[src/rtl/flash_readback.sv]
// flash_readback: sequential reader for the instruction memory.
// A start pulse walks a word-aligned byte-address range and issues synchronous reads.
// Each word is streamed with its byte address over a valid/ready handshake.
// A two-entry FIFO, together with a bypass for the word arriving from memory,
// keeps at most two words outstanding ahead of the consumer.
// Optional feature: define FLASH_READBACK_CHECKSUM_EN to build a wrapping sum of
// the streamed words on `checksum`; otherwise `checksum` is tied to zero.
module flash_readback #(
  parameter int WIDTH      = 32,
  parameter int ADDR_WIDTH = 11
) (
  input  logic                  clk,
  input  logic                  rst,
  input  logic                  start,
  input  logic [ADDR_WIDTH-1:0] base_addr,
  input  logic [ADDR_WIDTH-2:0] word_count,
  output logic                  busy,
  output logic                  done,
  output logic                  mem_rd_en,
  output logic [ADDR_WIDTH-1:0] mem_rd_addr,
  input  logic [WIDTH-1:0]      mem_rd_data,
  output logic                  out_valid,
  input  logic                  out_ready,
  output logic [ADDR_WIDTH-1:0] out_addr,
  output logic [WIDTH-1:0]      out_data,
  output logic [WIDTH-1:0]      checksum
);

  localparam int CW = ADDR_WIDTH - 1;
  localparam logic [ADDR_WIDTH-1:0] ZERO_ADDR  = {ADDR_WIDTH{1'b0}};
  localparam logic [WIDTH-1:0]      ZERO_WORD  = {WIDTH{1'b0}};
  localparam logic [CW-1:0]         ZERO_CNT   = {CW{1'b0}};
  localparam logic [CW-1:0]         CNT_ONE    = CW'(1'b1);
  localparam logic [ADDR_WIDTH-1:0] ADDR_STEP  = ADDR_WIDTH'(3'd4);
  localparam logic [ADDR_WIDTH-1:0] ALIGN_MASK = ~(ADDR_WIDTH'(2'b11));

  typedef enum logic [1:0] {
    S_IDLE  = 2'd0,
    S_READ  = 2'd1,
    S_DRAIN = 2'd2,
    S_DONE  = 2'd3
  } state_t;

  state_t                state_q, state_d;
  logic                  busy_q, busy_d;
  logic                  done_q, done_d;
  logic                  rd_en_q, rd_en_d;
  logic [ADDR_WIDTH-1:0] rd_addr_q, rd_addr_d;
  logic [CW-1:0]         rem_q, rem_d;          // reads still to issue
  logic                  inflight_q, inflight_d; // memory data arrives this cycle
  logic [ADDR_WIDTH-1:0] land_addr_q, land_addr_d; // address of that arriving word

  logic [WIDTH-1:0]      fifo_data_q [2];
  logic [WIDTH-1:0]      fifo_data_d [2];
  logic [ADDR_WIDTH-1:0] fifo_addr_q [2];
  logic [ADDR_WIDTH-1:0] fifo_addr_d [2];
  logic                  wr_ptr_q, wr_ptr_d;
  logic                  rd_ptr_q, rd_ptr_d;
  logic [1:0]            fifo_cnt_q, fifo_cnt_d;

  logic                  out_valid_s;
  logic [ADDR_WIDTH-1:0] out_addr_s;
  logic [WIDTH-1:0]      out_data_s;
  logic                  pop_s;
  logic                  push_s;
  logic                  pop_fifo_s;
  logic [2:0]            occ_s;
  logic [ADDR_WIDTH-1:0] base_aligned_s;

  assign base_aligned_s = base_addr & ALIGN_MASK;

  // Output head: stored FIFO head first, else the word arriving from memory this cycle.
  always_comb begin
    out_valid_s = 1'b0;
    out_addr_s  = ZERO_ADDR;
    out_data_s  = ZERO_WORD;
    if (fifo_cnt_q != 2'd0) begin
      out_valid_s = 1'b1;
      out_addr_s  = fifo_addr_q[rd_ptr_q];
      out_data_s  = fifo_data_q[rd_ptr_q];
    end else if (inflight_q) begin
      out_valid_s = 1'b1;
      out_addr_s  = land_addr_q;
      out_data_s  = mem_rd_data;
    end else begin
      out_valid_s = 1'b0;
      out_addr_s  = ZERO_ADDR;
      out_data_s  = ZERO_WORD;
    end
  end

  // FIFO bookkeeping: an arriving word is stored unless it is consumed directly on arrival.
  always_comb begin
    pop_s       = out_valid_s && out_ready;
    push_s      = inflight_q && !(pop_s && (fifo_cnt_q == 2'd0));
    pop_fifo_s  = pop_s && (fifo_cnt_q != 2'd0);
    fifo_data_d = fifo_data_q;
    fifo_addr_d = fifo_addr_q;
    wr_ptr_d    = wr_ptr_q;
    rd_ptr_d    = rd_ptr_q;
    fifo_cnt_d  = fifo_cnt_q;
    if (push_s) begin
      fifo_data_d[wr_ptr_q] = mem_rd_data;
      fifo_addr_d[wr_ptr_q] = land_addr_q;
      wr_ptr_d              = ~wr_ptr_q;
    end else begin
      wr_ptr_d = wr_ptr_q;
    end
    if (pop_fifo_s) begin
      rd_ptr_d = ~rd_ptr_q;
    end else begin
      rd_ptr_d = rd_ptr_q;
    end
    case ({push_s, pop_fifo_s})
      2'b10:   fifo_cnt_d = fifo_cnt_q + 2'd1;
      2'b01:   fifo_cnt_d = fifo_cnt_q - 2'd1;
      default: fifo_cnt_d = fifo_cnt_q;
    endcase
  end

  // Sequencer: next state, read issue, and status flags, all decided one cycle ahead.
  always_comb begin
    state_d   = state_q;
    rem_d     = rem_q;
    rd_addr_d = rd_addr_q;
    if (rd_en_q) begin
      rem_d     = rem_q - CNT_ONE;
      rd_addr_d = rd_addr_q + ADDR_STEP;
    end else begin
      rem_d     = rem_q;
      rd_addr_d = rd_addr_q;
    end
    case (state_q)
      S_IDLE: begin
        if (start) begin
          rd_addr_d = base_aligned_s;
          rem_d     = word_count;
          state_d   = (word_count == ZERO_CNT) ? S_DONE : S_READ;
        end else begin
          state_d = S_IDLE;
        end
      end
      S_READ: begin
        if (rem_d == ZERO_CNT) begin
          state_d = S_DRAIN;
        end else begin
          state_d = S_READ;
        end
      end
      S_DRAIN: begin
        if ((fifo_cnt_d == 2'd0) && !rd_en_q) begin
          state_d = S_DONE;
        end else begin
          state_d = S_DRAIN;
        end
      end
      S_DONE:  state_d = S_IDLE;
      default: state_d = S_IDLE;
    endcase
    // Next-cycle occupancy: stored words plus the read issued this cycle.
    occ_s       = {1'b0, fifo_cnt_d} + {2'b00, rd_en_q};
    rd_en_d     = (state_d == S_READ) && (rem_d != ZERO_CNT) && (occ_s < 3'd2);
    done_d      = (state_d == S_DONE);
    busy_d      = (state_d == S_READ) || (state_d == S_DRAIN) ||
                  ((state_d == S_DONE) && (state_q == S_DRAIN));
    inflight_d  = rd_en_q;
    land_addr_d = rd_en_q ? rd_addr_q : land_addr_q;
  end

  // Register update; reset flushes the FIFO and drops any in-flight read.
  always_ff @(posedge clk) begin
    if (rst) begin
      state_q     <= S_IDLE;
      busy_q      <= 1'b0;
      done_q      <= 1'b0;
      rd_en_q     <= 1'b0;
      rd_addr_q   <= ZERO_ADDR;
      rem_q       <= ZERO_CNT;
      inflight_q  <= 1'b0;
      land_addr_q <= ZERO_ADDR;
      wr_ptr_q    <= 1'b0;
      rd_ptr_q    <= 1'b0;
      fifo_cnt_q  <= 2'd0;
      for (int i = 0; i < 2; i++) begin
        fifo_data_q[i] <= ZERO_WORD;
        fifo_addr_q[i] <= ZERO_ADDR;
      end
    end else begin
      state_q     <= state_d;
      busy_q      <= busy_d;
      done_q      <= done_d;
      rd_en_q     <= rd_en_d;
      rd_addr_q   <= rd_addr_d;
      rem_q       <= rem_d;
      inflight_q  <= inflight_d;
      land_addr_q <= land_addr_d;
      wr_ptr_q    <= wr_ptr_d;
      rd_ptr_q    <= rd_ptr_d;
      fifo_cnt_q  <= fifo_cnt_d;
      fifo_data_q <= fifo_data_d;
      fifo_addr_q <= fifo_addr_d;
    end
  end

  assign busy        = busy_q;
  assign done        = done_q;
  assign mem_rd_en   = rd_en_q;
  assign mem_rd_addr = rd_addr_q;
  assign out_valid   = out_valid_s;
  assign out_addr    = out_addr_s;
  assign out_data    = out_data_s;

`ifdef FLASH_READBACK_CHECKSUM_EN
  logic [WIDTH-1:0] checksum_q, checksum_d;

  // Wrapping sum of consumed words, cleared when a dump is accepted.
  always_comb begin
    if ((state_q == S_IDLE) && start) begin
      checksum_d = ZERO_WORD;
    end else if (pop_s) begin
      checksum_d = checksum_q + out_data_s;
    end else begin
      checksum_d = checksum_q;
    end
  end

  // Checksum register.
  always_ff @(posedge clk) begin
    if (rst) begin
      checksum_q <= ZERO_WORD;
    end else begin
      checksum_q <= checksum_d;
    end
  end

  assign checksum = checksum_q;
`else
  assign checksum = ZERO_WORD;
`endif

endmodule

[config.mk]
export PLATFORM = sky130hd
export DESIGN_NAME = flash_readback
export DESIGN_NICKNAME = d
export VERILOG_FILES = /design/src/rtl/flash_readback.sv
export SDC_FILE = /design/constraint.sdc
export NUM_CORES = 1
export LEC_CHECK = 0
export ABC_AREA = 1
export BUFFER_PORTS_ARGS = -buffer_cell sky130_fd_sc_hd__buf_2
export CAP_MARGIN = 20
export CORE_ASPECT_RATIO = 1.2
export CORE_MARGIN = 1
export CORE_UTILIZATION = 58
export CTS_CLUSTER_DIAMETER = 30
export CTS_CLUSTER_SIZE = 8
export DETAILED_ROUTE_END_ITERATION = 10
export PLACE_DENSITY = 0.92
export SLEW_MARGIN = 20
export SYNTH_ARGS = -nofsm -noshare
export SYNTH_HDL_FRONTEND = slang
export SYNTH_SLANG_ARGS = --single-unit
[constraint.sdc]
create_clock -name clk -period 3.9 [get_ports clk]
set_input_delay 0.585 -clock clk [delete_from_list [all_inputs] [get_ports clk]]
set_output_delay 0.585 -clock clk [all_outputs]
set_load 0.02 [all_outputs]
==> impl_results.rst <==
.. list-table::
   :header-rows: 1

   * - Metric
     - Value
   * - Number of standard cells after synthesis
     - 876
   * - Endpoint type of the worst setup path
     - flip-flop
   * - Half-perimeter wire length after detailed placement
     - 8780 µm
   * - DR WL/cell
     - 13.1 µm
   * - Clock Sinks
     - 120
   * - Power Total
     - 0.00437 W
   * - Share of synthesized area spent on multiplexers
     - 0.168%
   * - Share of synthesized area occupied by flip-flops and latches
     - 40.2%
   * - Starting Density
     - 59.7%
   * - DR pass1 iterations
     - 5
   * - Std-Cell Rows
     - 40
   * - Number of top-level pins
     - 147
   * - Result of the run
     - completed
   * - Final core utilization
     - 70.5%
   * - Maximum count of clock buffers along a single path
     - 2
   * - Number of nets with antenna violations after detailed routing
     - 0
   * - Top achievable clock speed
     - 326 MHz
   * - Post-cts sizing count
     - 0
   * - Layout net count
     - 1,019
   * - IR drop worst, VDD
     - 363 µV
   * - RD Place Congestion
     - 0.901
   * - Class of the most critical hold timing path
     - in2reg
   * - Number of inserted filler cells in the final layout
     - 826
   * - Total of flip-flops plus latches after synthesis
     - 120
   * - Number of vias per cell after detailed routing
     - 5.30
   * - Antenna fix cells
     - 0
   * - Total via count in the routed design
     - 5,803
   * - Overall track demand over capacity in global routing
     - 27.7%
   * - Number of DRC violations after detailed routing
     - 0
   * - Total wire length after detailed routing
     - 14,300 µm
   * - Area used by multi-input combinational logic
     - 0.00287 mm²
   * - Cell area after technology mapping
     - 0.00597 mm²
   * - Number of max-slew violations in the final report
     - 0
   * - Violation count after the first detailed-routing iteration
     - 349
   * - Post-Syn Area per Cell
     - 6.82 µm²
   * - Required arrival time at the worst endpoint
     - 4.20 ns
   * - Die Width
     - 94.6 µm
   * - XOR/XNOR Fraction of Synth Area
     - 0.880%
   * - Number of maximum-capacitance violations
     - 0
   * - Adder-cell area share of the yosys netlist
     - 1.05%
   * - Number of hold buffers added after cts
     - 0
   * - Aggregate negative setup slack
     - 0 ns
   * - First-pass GRT wire length
     - 23,500 µm
   * - CTS tree
     - built
   * - TritonCTS buffer count
     - 17
   * - Fraction of layout cells with a size suffix above 1
     - 17.0%
   * - Synth async-reset ratio
     - 0%
   * - Main combinational cell family by area after synthesis
     - compound AO/OA/AOI/OAI gates
   * - Antenna violations before repair
     - 0
   * - Number of H-tree branching levels
     - 4
   * - Height of the die
     - 113 µm
   * - Tightest Pin Transition
     - 0.913 ns
   * - Slew headroom
     - 38.8%
   * - Post-synth EDFFs
     - 0
   * - Critical-path maximum fanout
     - 43
   * - Period utilization
     - 78.5%
   * - Clock Tree Root
     - sky130_fd_sc_hd__clkbuf_16
   * - Post-CTS repair timing setup buffer count
     - 0
   * - Yosys warnings
     - 0
   * - Compound-gate portion of the synthesized area
     - 21.9%
   * - Area Overhead vs Synth
     - 18.2%
   * - Port Buffer Count
     - 108
   * - Setup repair after global routing missed its margin
     - false
   * - CORE AREA
     - 0.0100 mm²
   * - Synthesized-area fraction occupied by and/or/nand/nor cells
     - 21.5%
   * - Path type of the worst setup path
     - reg2reg
   * - Maximum number of pins on one net before global-route repair
     - 70
   * - Time the final worst path needs with I/O delays and setup
     - 3.06 ns
   * - Power density normalized to cell area
     - 619 mW/mm²
   * - Number of global-route vias before repair
     - 5,234
   * - Floorplan die area
     - 0.0107 mm²
   * - Worst Path Arrival
     - 3.37 ns
   * - Final hold violation count
     - 0
   * - Sort of element at the start of the critical path
     - flip-flop
   * - Final setup violating endpoints
     - 0
   * - Storage element area
     - 0.00240 mm²
   * - Count of distinct cell types in the synthesized netlist
     - 31
   * - Clk_lat worst skew
     - 0.42 ns
   * - Leakage power total
     - 3.30 nW
   * - Final global-route overflow total
     - 0
   * - Clock slew at the register clock pins of the worst setup and hold paths
     - 0.05 ns
   * - Synth Flop Type
     - sky130_fd_sc_hd__dfxtp_1
   * - Layout Skew
     - 0.00812 ns
## final timing paths
kind                                       end                    startpoint  slack (ns)  cells past startpoint
hold reg to reg   fifo_data_q[39]$_SDFFE_PP0P_  fifo_data_q[39]$_SDFFE_PP0P_        0.44                      2
setup / recovery               busy$_SDFF_PP0_      fifo_cnt_q[0]$_SDFF_PP0_        0.84                     15
setup reg to reg               busy$_SDFF_PP0_      fifo_cnt_q[0]$_SDFF_PP0_        0.84                     15
hold / removal    fifo_data_q[15]$_SDFFE_PP0P_               mem_rd_data[15]        0.43                      3
## cell usage after synthesis (all sizes together), types with 2 or more instances
master	count	area (µm²)
a21oi	58	290
a31oi	2	12.5
buf	53	358
clkbuf	40	150
clkinv	2	7.51
dfxtp	120	2400
ha	5	62.6
inv	88	330
nand2	64	243
nand3	56	280
nand3b	2	15.0
nand4	7	43.8
nor2	166	653
nor3	7	45.0
o21ai	191	956
o21bai	2	15.0
o221ai	2	17.5
xnor2	2	17.5
xor2	4	35.0
## area by class of cell
| class | instances | area share (%) |
|---|---|---|
| Clock buffer | 24 | 7.11 |
| Clock inverter | 7 | 2.30 |
| Inverter | 90 | 4.79 |
| Multi-Input combinational cell | 608 | 40.6 |
| Sequential cell | 120 | 34.0 |
| Tap cell | 126 | 2.23 |
| Timing Repair Buffer | 120 | 8.93 |
## sequential cells by signal, indices dropped and copies added (netlist names)
signal	cells
mem_rd_addr	9
fifo_addr_q	18
fifo_cnt_q	2
wr_ptr_q	1
land_addr_q	9
busy	1
mem_rd_en	1
rd_ptr_q	1
done	1
inflight_q	1
rem_q	10
state_q	2
fifo_data_q	64
## cell families after synthesis
kind of cell             after synthesis
adder cells (fa/ha/maj)                5
AO/OA/AOI/OAI                        257
buffers and inverters                183
other                                  1
XOR/XNOR                               6
multiplexers                           1
flip-flops                           120
AND/OR/NAND/NOR                      303
## per-stage QoR
stage | cell area (µm²) | std cells | setup slack (ns) | hold WS, ns
floorplan | 6100 | 911 | 1.60 | 0.420
global placement | 6390 | 1064 | 0.955 | 0.427
detailed placement | 6390 | 1064 | 0.912 | 0.431
CTS | 7060 | 1095 | 0.851 | 0.414
global route | 7060 | 1095 | 0.607 | 0.429
finish | 7060 | 1095 | 0.837 | 0.425
## cells in the final DEF (no fill, tap or decap), types with 7 or more instances in the layout
cell type,n
sky130_fd_sc_hd__o21ai_0,189
sky130_fd_sc_hd__a21oi_1,58
sky130_fd_sc_hd__conb_1,36
sky130_fd_sc_hd__buf_4,12
sky130_fd_sc_hd__inv_1,86
sky130_fd_sc_hd__nand2_1,63
sky130_fd_sc_hd__nand4_1,7
sky130_fd_sc_hd__nand3_1,55
sky130_fd_sc_hd__nor2_1,158
sky130_fd_sc_hd__dfxtp_1,119
sky130_fd_sc_hd__clkbuf_16,17
sky130_fd_sc_hd__buf_2,108
## metal layers
layer / vias to the layer above / wire (µm) / GRT usage, %
met4: 0 / 367 / 14.3
met2: 213 / 7100 / 47.2
met1: 2613 / 5940 / 31.6
met5: - / 0 / 0
li1: 2947 / - / -
met3: 30 / 893 / 6.65
## where the power goes
group	total (W)	leakage [nW]	internal, W	switching [W]
Sequential	0.00147	0.977	0.00137	0.0000985
Clock	0.00175	0.323	0.00121	0.000531
Combinational	0.00116	2.00	0.000349	0.000807
Total	0.00437	3.30	0.00293	0.00144
## worst max-delay path, stage by stage (launching register included)
cell and delay (ns):
sky130_fd_sc_hd__dfxtp_1 0.36, sky130_fd_sc_hd__nor2_4 0.47, sky130_fd_sc_hd__inv_1 0.08, sky130_fd_sc_hd__buf_4 0.28, sky130_fd_sc_hd__nand2_1 0.14, sky130_fd_sc_hd__inv_1 0.05, sky130_fd_sc_hd__ha_1 0.29, sky130_fd_sc_hd__nand3b_1 0.18
sky130_fd_sc_hd__xor2_1 0.15, sky130_fd_sc_hd__inv_1 0.08, sky130_fd_sc_hd__nand4_1 0.09, sky130_fd_sc_hd__a21oi_1 0.15, sky130_fd_sc_hd__nand2_1 0.09, sky130_fd_sc_hd__inv_1 0.10, sky130_fd_sc_hd__ha_1 0.23, sky130_fd_sc_hd__a22o_1 0.20
Note: power is estimated with default switching activity, not from simulation.
